**src/rtl/int2flt32_if.sv**
```systemverilog
// rtl/int2flt32_if.sv - operand/result bundle for the int-to-binary32 converter
// Ports (as seen by the converter, slave modport):
//   ce        in   pipeline advance enable, 0 holds every stage
//   in_valid  in   a carries an operand this cycle
//   a         in   signed 32-bit integer operand
//   out_valid out  z holds a result
//   z         out  binary32 result {sign, exp[7:0], frac[22:0]}
interface int2flt32_if;
  logic        ce;
  logic        in_valid;
  logic [31:0] a;
  logic        out_valid;
  logic [31:0] z;

  modport master (output ce, output in_valid, output a, input out_valid, input z);
  modport slave  (input ce, input in_valid, input a, output out_valid, output z);
endinterface

```
**src/rtl/int2flt32.sv**
```systemverilog
// rtl/int2flt32.sv - 3-stage signed int32 to binary32 converter, round-to-nearest-even
// Ports:
//   clk  in   clock, all state updates on the rising edge
//   rst  in   synchronous reset, active-high, overrides ce
//   bus  slave modport of int2flt32_if (ce, in_valid, a, out_valid, z)
module int2flt32 (
  input  logic        clk,
  input  logic        rst,
  int2flt32_if.slave  bus
);

  // Stage 1: sign / magnitude
  logic        v1;
  logic        s1_s;
  logic [31:0] s1_m;
  logic        s1_zero;

  // Stage 2: normalised magnitude and biased exponent
  logic        v2;
  logic        s2_s;
  logic [31:0] s2_n;
  logic [8:0]  s2_e;
  logic        s2_zero;

  // Stage 3: packed result
  logic        out_valid_q;
  logic [31:0] z_q;

  // Leading-zero count of the stage-1 magnitude. A zero magnitude yields 0;
  // the zero flag forces the packed result to 0 in that case anyway.
  logic [4:0]  lz;
  logic        lz_found;

  always_comb begin
    lz       = 5'd0;
    lz_found = 1'b0;
    for (int i = 31; i >= 0; i--) begin
      if (!lz_found && s1_m[i]) begin
        lz       = 5'(31 - i);
        lz_found = 1'b1;
      end
    end
  end

  // Round/pack. The hidden bit sits at s2_n[31]; bits below the 24 kept
  // bits form guard (bit 7) and sticky (bits 6:0).
  logic [23:0] mant;
  logic        guard;
  logic        sticky;
  logic        lsb;
  logic        roundup;
  logic [24:0] mant_r;
  logic [8:0]  e_r;
  logic [22:0] frac;
  logic [31:0] z_next;

  always_comb begin
    mant    = s2_n[31:8];
    guard   = s2_n[7];
    sticky  = |s2_n[6:0];
    lsb     = s2_n[8];
    roundup = guard & (sticky | lsb);
    mant_r  = {1'b0, mant} + {24'd0, roundup};
    // A carry out of the mantissa means it rounded up to exactly 2.0 x 2^e:
    // bump the exponent and clear the fraction. Exponent tops out at 158.
    e_r     = s2_e + {8'd0, mant_r[24]};
    frac    = mant_r[24] ? 23'd0 : mant_r[22:0];
    z_next  = s2_zero ? 32'h0 : {s2_s, e_r[7:0], frac};
  end

  // e_r[8] can never be set and mant_r[23] is the implicit bit.
  logic unused_bits;
  assign unused_bits = ^{e_r[8], mant_r[23]};

  always_ff @(posedge clk) begin
    if (rst) begin
      v1          <= 1'b0;
      s1_s        <= 1'b0;
      s1_m        <= 32'd0;
      s1_zero     <= 1'b0;
      v2          <= 1'b0;
      s2_s        <= 1'b0;
      s2_n        <= 32'd0;
      s2_e        <= 9'd0;
      s2_zero     <= 1'b0;
      out_valid_q <= 1'b0;
      z_q         <= 32'h0;
    end else if (bus.ce) begin
      // Bubbles advance the data registers too; only the valid bits matter.
      v1          <= bus.in_valid;
      s1_s        <= bus.a[31];
      // -0x80000000 wraps to 0x80000000, which is the correct magnitude.
      s1_m        <= bus.a[31] ? (~bus.a + 32'd1) : bus.a;
      s1_zero     <= (bus.a == 32'd0);

      v2          <= v1;
      s2_s        <= s1_s;
      s2_n        <= s1_m << lz;
      s2_e        <= 9'd158 - {4'd0, lz};
      s2_zero     <= s1_zero;

      out_valid_q <= v2;
      z_q         <= z_next;
    end
  end

  assign bus.out_valid = out_valid_q;
  assign bus.z         = z_q;

endmodule

```
**src/flat_wrapper.sv**
```systemverilog
// flat-port wrapper written by rule: the top's interface ports become plain ports
module int2flt32_flat 
  (clk, rst, bus_ce, bus_in_valid, bus_a, bus_out_valid, bus_z);
  int2flt32_if bus_i ();
  input  logic clk;
  input  logic rst;
  input wire logic [$bits(bus_i.ce)-1:0] bus_ce;
  input wire logic [$bits(bus_i.in_valid)-1:0] bus_in_valid;
  input wire logic [$bits(bus_i.a)-1:0] bus_a;
  output wire logic [$bits(bus_i.out_valid)-1:0] bus_out_valid;
  output wire logic [$bits(bus_i.z)-1:0] bus_z;
  assign bus_i.ce = bus_ce;
  assign bus_i.in_valid = bus_in_valid;
  assign bus_i.a = bus_a;
  assign bus_out_valid = bus_i.out_valid;
  assign bus_z = bus_i.z;
  int2flt32 u_core (.clk(clk), .rst(rst), .bus(bus_i));
endmodule
```
**config.mk**
```make
export PLATFORM = sky130hd
export DESIGN_NAME = int2flt32_flat
export DESIGN_NICKNAME = d
export VERILOG_FILES = /design/src/rtl/int2flt32_if.sv /design/src/rtl/int2flt32.sv /design/src/flat_wrapper.sv
export SDC_FILE = /design/constraint.sdc
export NUM_CORES = 1
export LEC_CHECK = 0
export CAP_MARGIN = 40
export CORE_ASPECT_RATIO = 0.5
export CORE_UTILIZATION = 30
export DETAILED_ROUTE_END_ITERATION = 10
export PLACE_DENSITY = 0.58
export REMOVE_ABC_BUFFERS = 1
export SYNTH_ARGS = -nofsm -noshare
export SYNTH_HDL_FRONTEND = slang
export SYNTH_SLANG_ARGS = --single-unit
```
**constraint.sdc**
```tcl
create_clock -name clk -period 6.7 [get_ports clk]
set_input_delay 1.34 -clock clk [delete_from_list [all_inputs] [get_ports clk]]
set_output_delay 1.34 -clock clk [all_outputs]
set_load 0.05 [all_outputs]
```
==> reports/qor.csv <==
metric;value;unit
dpl cell area;7980;sq um
Yosys top cell by area;dfxtp_1;
worst slew pin tran;0.871;ns
global-route wire length before repair;31600;um
pwr/cell area;236;nW/um^2
fmax;252;MHz
register area share after synthesis;31.5;%
cts repair resizes;0;
critical path class;register to register;
first-pass detailed-route iteration total;5;
Global Route Usage Sum;16.4;%
# H-tree levels;3;
cell count after placement;1173;
CTS buffer count;9;
Mapped Cells;854;
number of global-route vias before repair;5765;
Place WS;2.47;ns
Final Max Slew Viols;0;
row cnt;39;
vias post-DR;6259;
Critical Path End Type;register;
post-CTS setup buffer count;0;
Nets;918;
Critical Path RT;7.01;ns
Die Wd;219;um
fin crit period;3.97;ns
ANT nets after route;0;
number of buffers added on ports;68;
endpoints failing setup;0;
synth unique cells;71;
final setup margin;2.73;ns
die area;24100;sq um
worst skew pair latency;0.37;ns
CP startpoint kind;register;
core area;22900;sq um
CTS tree;built;
antenna cells;0;
Yosys reg bits;111;
max_slew headroom;41.7;%
final instance area;8270;sq um
Worst EP arrival;4.28;ns
mean number of vias per cell;5.26;
Area contributors post-synth;dfxtp_1, mux2i_1, nor2_1, xor2_1, a211oi_1;
Avg WL per Cell;16.5;um
largest net degree at the start of global routing;65;
DRT Wirelength;19600;um
post-route setup TNS;0;ns
MaxCap Viol Count;0;
share of cells above drive strength 1;6.92;%
Peak supply drop;111;uV
Layout area overhead;17.3;%
Clock Skews;0.0123;ns
final core utilization;36.1;%
Synth Warn #;0;
Post-synth EDFFs;0;
DRT iter0 DRCs;400;
clock slew at the register clock pins of the worst setup and hold paths;0.08;ns
# DRC;0;
mapped cell area;7050;sq um
Placer Congestion;0.875;
HPWL Detailed;14600;um
Final Cycle Share;59.2;%
Post-CTS Hold Buffers;0;
Clock Tree Root;clkbuf_16;
Final Hold Viols;0;
Layout fillers;2387;
Hold Crit Class;register to register;
Leakage Power;3.16;nW
Mean Syn Cell Area;8.25;sq um
Sink Count;111;
largest fanout on the critical path;40;
Die Y;110;um
post-synth top area share;31.5;%
Most used DFF post-synth;dfxtp_1;
antenna violations before repair;0;
Layout Cells excl Fill;1189;
Starting Density;30.7;%
ys async rst share;0;%
status;finished clean;
grt ovf;0;
Max clock buf depth;2;
RSZ-0062 raised after global routing;no;
io pins;69;
[synth_stat cells (3+ instances only)]
| cell type | instances |
|---|---|
| nor2_1 | 137 |
| dfxtp_1 | 111 |
| mux2i_1 | 87 |
| nand2_1 | 54 |
| clkbuf_1 | 47 |
| xor2_1 | 38 |
| a211oi_1 | 37 |
| a22oi_1 | 37 |
| a21oi_1 | 34 |
| nand3_1 | 24 |
| nor3_1 | 21 |
| xnor2_1 | 21 |
| o21ai_0 | 19 |
| buf_2 | 14 |
| inv_1 | 14 |
| mux2_2 | 11 |
| o31ai_1 | 10 |
| nand4_1 | 9 |
| nor2b_1 | 7 |
| a221o_1 | 6 |
| a22o_1 | 6 |
| and3_1 | 6 |
| a311oi_1 | 5 |
| ha_1 | 5 |
| nand2b_1 | 5 |
| o22ai_1 | 5 |
| o41ai_1 | 5 |
| or4_1 | 5 |
| a2bb2oi_1 | 4 |
| a31oi_1 | 4 |
| buf_1 | 4 |
| nor4_1 | 4 |
| and2_1 | 3 |
| nor3b_1 | 3 |
| o211ai_1 | 3 |
| o21a_1 | 3 |
| or3_1 | 3 |
[state kept, by name, indices dropped and copies added, names as in the netlist]
name                  flops
u_core.bus.z             32
u_core.s1_m              32
u_core.s2_n              32
u_core.s2_e               8
u_core.bus.out_valid      1
u_core.s1_s               1
u_core.s1_zero            1
u_core.s2_s               1
u_core.s2_zero            1
u_core.v1                 1
u_core.v2                 1
[cell type report]
type | count | area, sq um | area share, %
inverters | 15 | 56.3 | 0.681
clock inverters | 6 | 61.3 | 0.742
repair buffers | 80 | 823 | 9.96
clock buffers | 10 | 229 | 2.77
flip-flops and latches | 111 | 2220 | 26.9
multi-input cells | 660 | 4490 | 54.3
well taps | 307 | 384 | 4.65
[worst max-delay path, stage by stage (launching register included)]
cell and delay (ns):
dfxtp_1 0.53, nor4_2 0.13, and4_1 0.34, o311a_1 0.16, nor3b_2 0.28, and2_4 0.60, clkinv_1 0.46, o2bb2ai_1 0.25
o22ai_1 0.46, mux2i_1 0.16, mux2i_1 0.33, a221o_1 0.20
[placed cells by master (no fill, tap or decap), types with 3 or more instances in the layout]
master	n
ha_1	5
clkbuf_16	9
a22o_1	6
nor2b_1	7
clkdlybuf4s50_1	66
and2_1	3
mux2_2	11
a21oi_1	34
nand2b_1	5
a2bb2oi_1	4
or3_1	3
o21a_1	3
o211ai_1	3
dfxtp_1	111
xor2_1	38
nor4_1	4
a221o_1	6
xnor2_1	21
or4_1	5
nor3_1	20
buf_4	10
inv_1	13
a22oi_1	37
a311oi_1	5
o41ai_1	5
a211oi_1	37
buf_16	3
o22ai_1	5
nand2_1	54
a31oi_1	4
nor3b_1	3
nand3_1	24
and3_1	6
nand4_1	9
mux2i_1	87
nor2_1	137
o31ai_1	10
o21ai_0	19
[metrics by stage]
step / power [mW] / hold slack, ns
after global placement: 1.41 / 0.464
final: 1.95 / 0.471
after detailed placement: 1.42 / 0.465
after floorplan: 1.22 / 0.453
after CTS: 1.96 / 0.478
after global routing: 2.05 / 0.524
[final timing paths]
path / startpoint / to / slack, ns / cells after the start
max: u_core.s1_m[22] / u_core.s2_n[30] / 2.73 / 11
min: u_core.bus.z[0] / u_core.bus.z[0] / 0.47 / 2
max reg2reg: u_core.s1_m[22] / u_core.s2_n[30] / 2.73 / 11
min reg2reg: u_core.bus.z[0] / u_core.bus.z[0] / 0.47 / 2
[per-layer routing]
| layer | share of wire (%) | vias to the layer above | track usage [%] |
|---|---|---|---|
| li1 | - | 3158 | - |
| met1 | 52 | 2960 | 23.7 |
| met2 | 42 | 122 | 24.7 |
| met3 | 4.6 | 19 | 3.21 |
| met4 | 1.6 | 0 | 4.66 |
| met5 | 0 | - | 0 |
[power by group]
part / internal, mW / total (mW) / switching, mW
sequential: 0.712 / 0.783 / 0.0712
combinational: 0.263 / 0.629 / 0.367
clock: 0.262 / 0.539 / 0.276
[kinds of logic after synthesis]
group	Yosys count	synth area share, %
mux	100	14.6
flops	111	31.5
buf+inv	83	5.17
simple gates	294	19.6
xor+xnor	59	7.33
compound gates	202	20.8
fa+ha+maj	5	0.888
(Power assumes the default switching activity.)
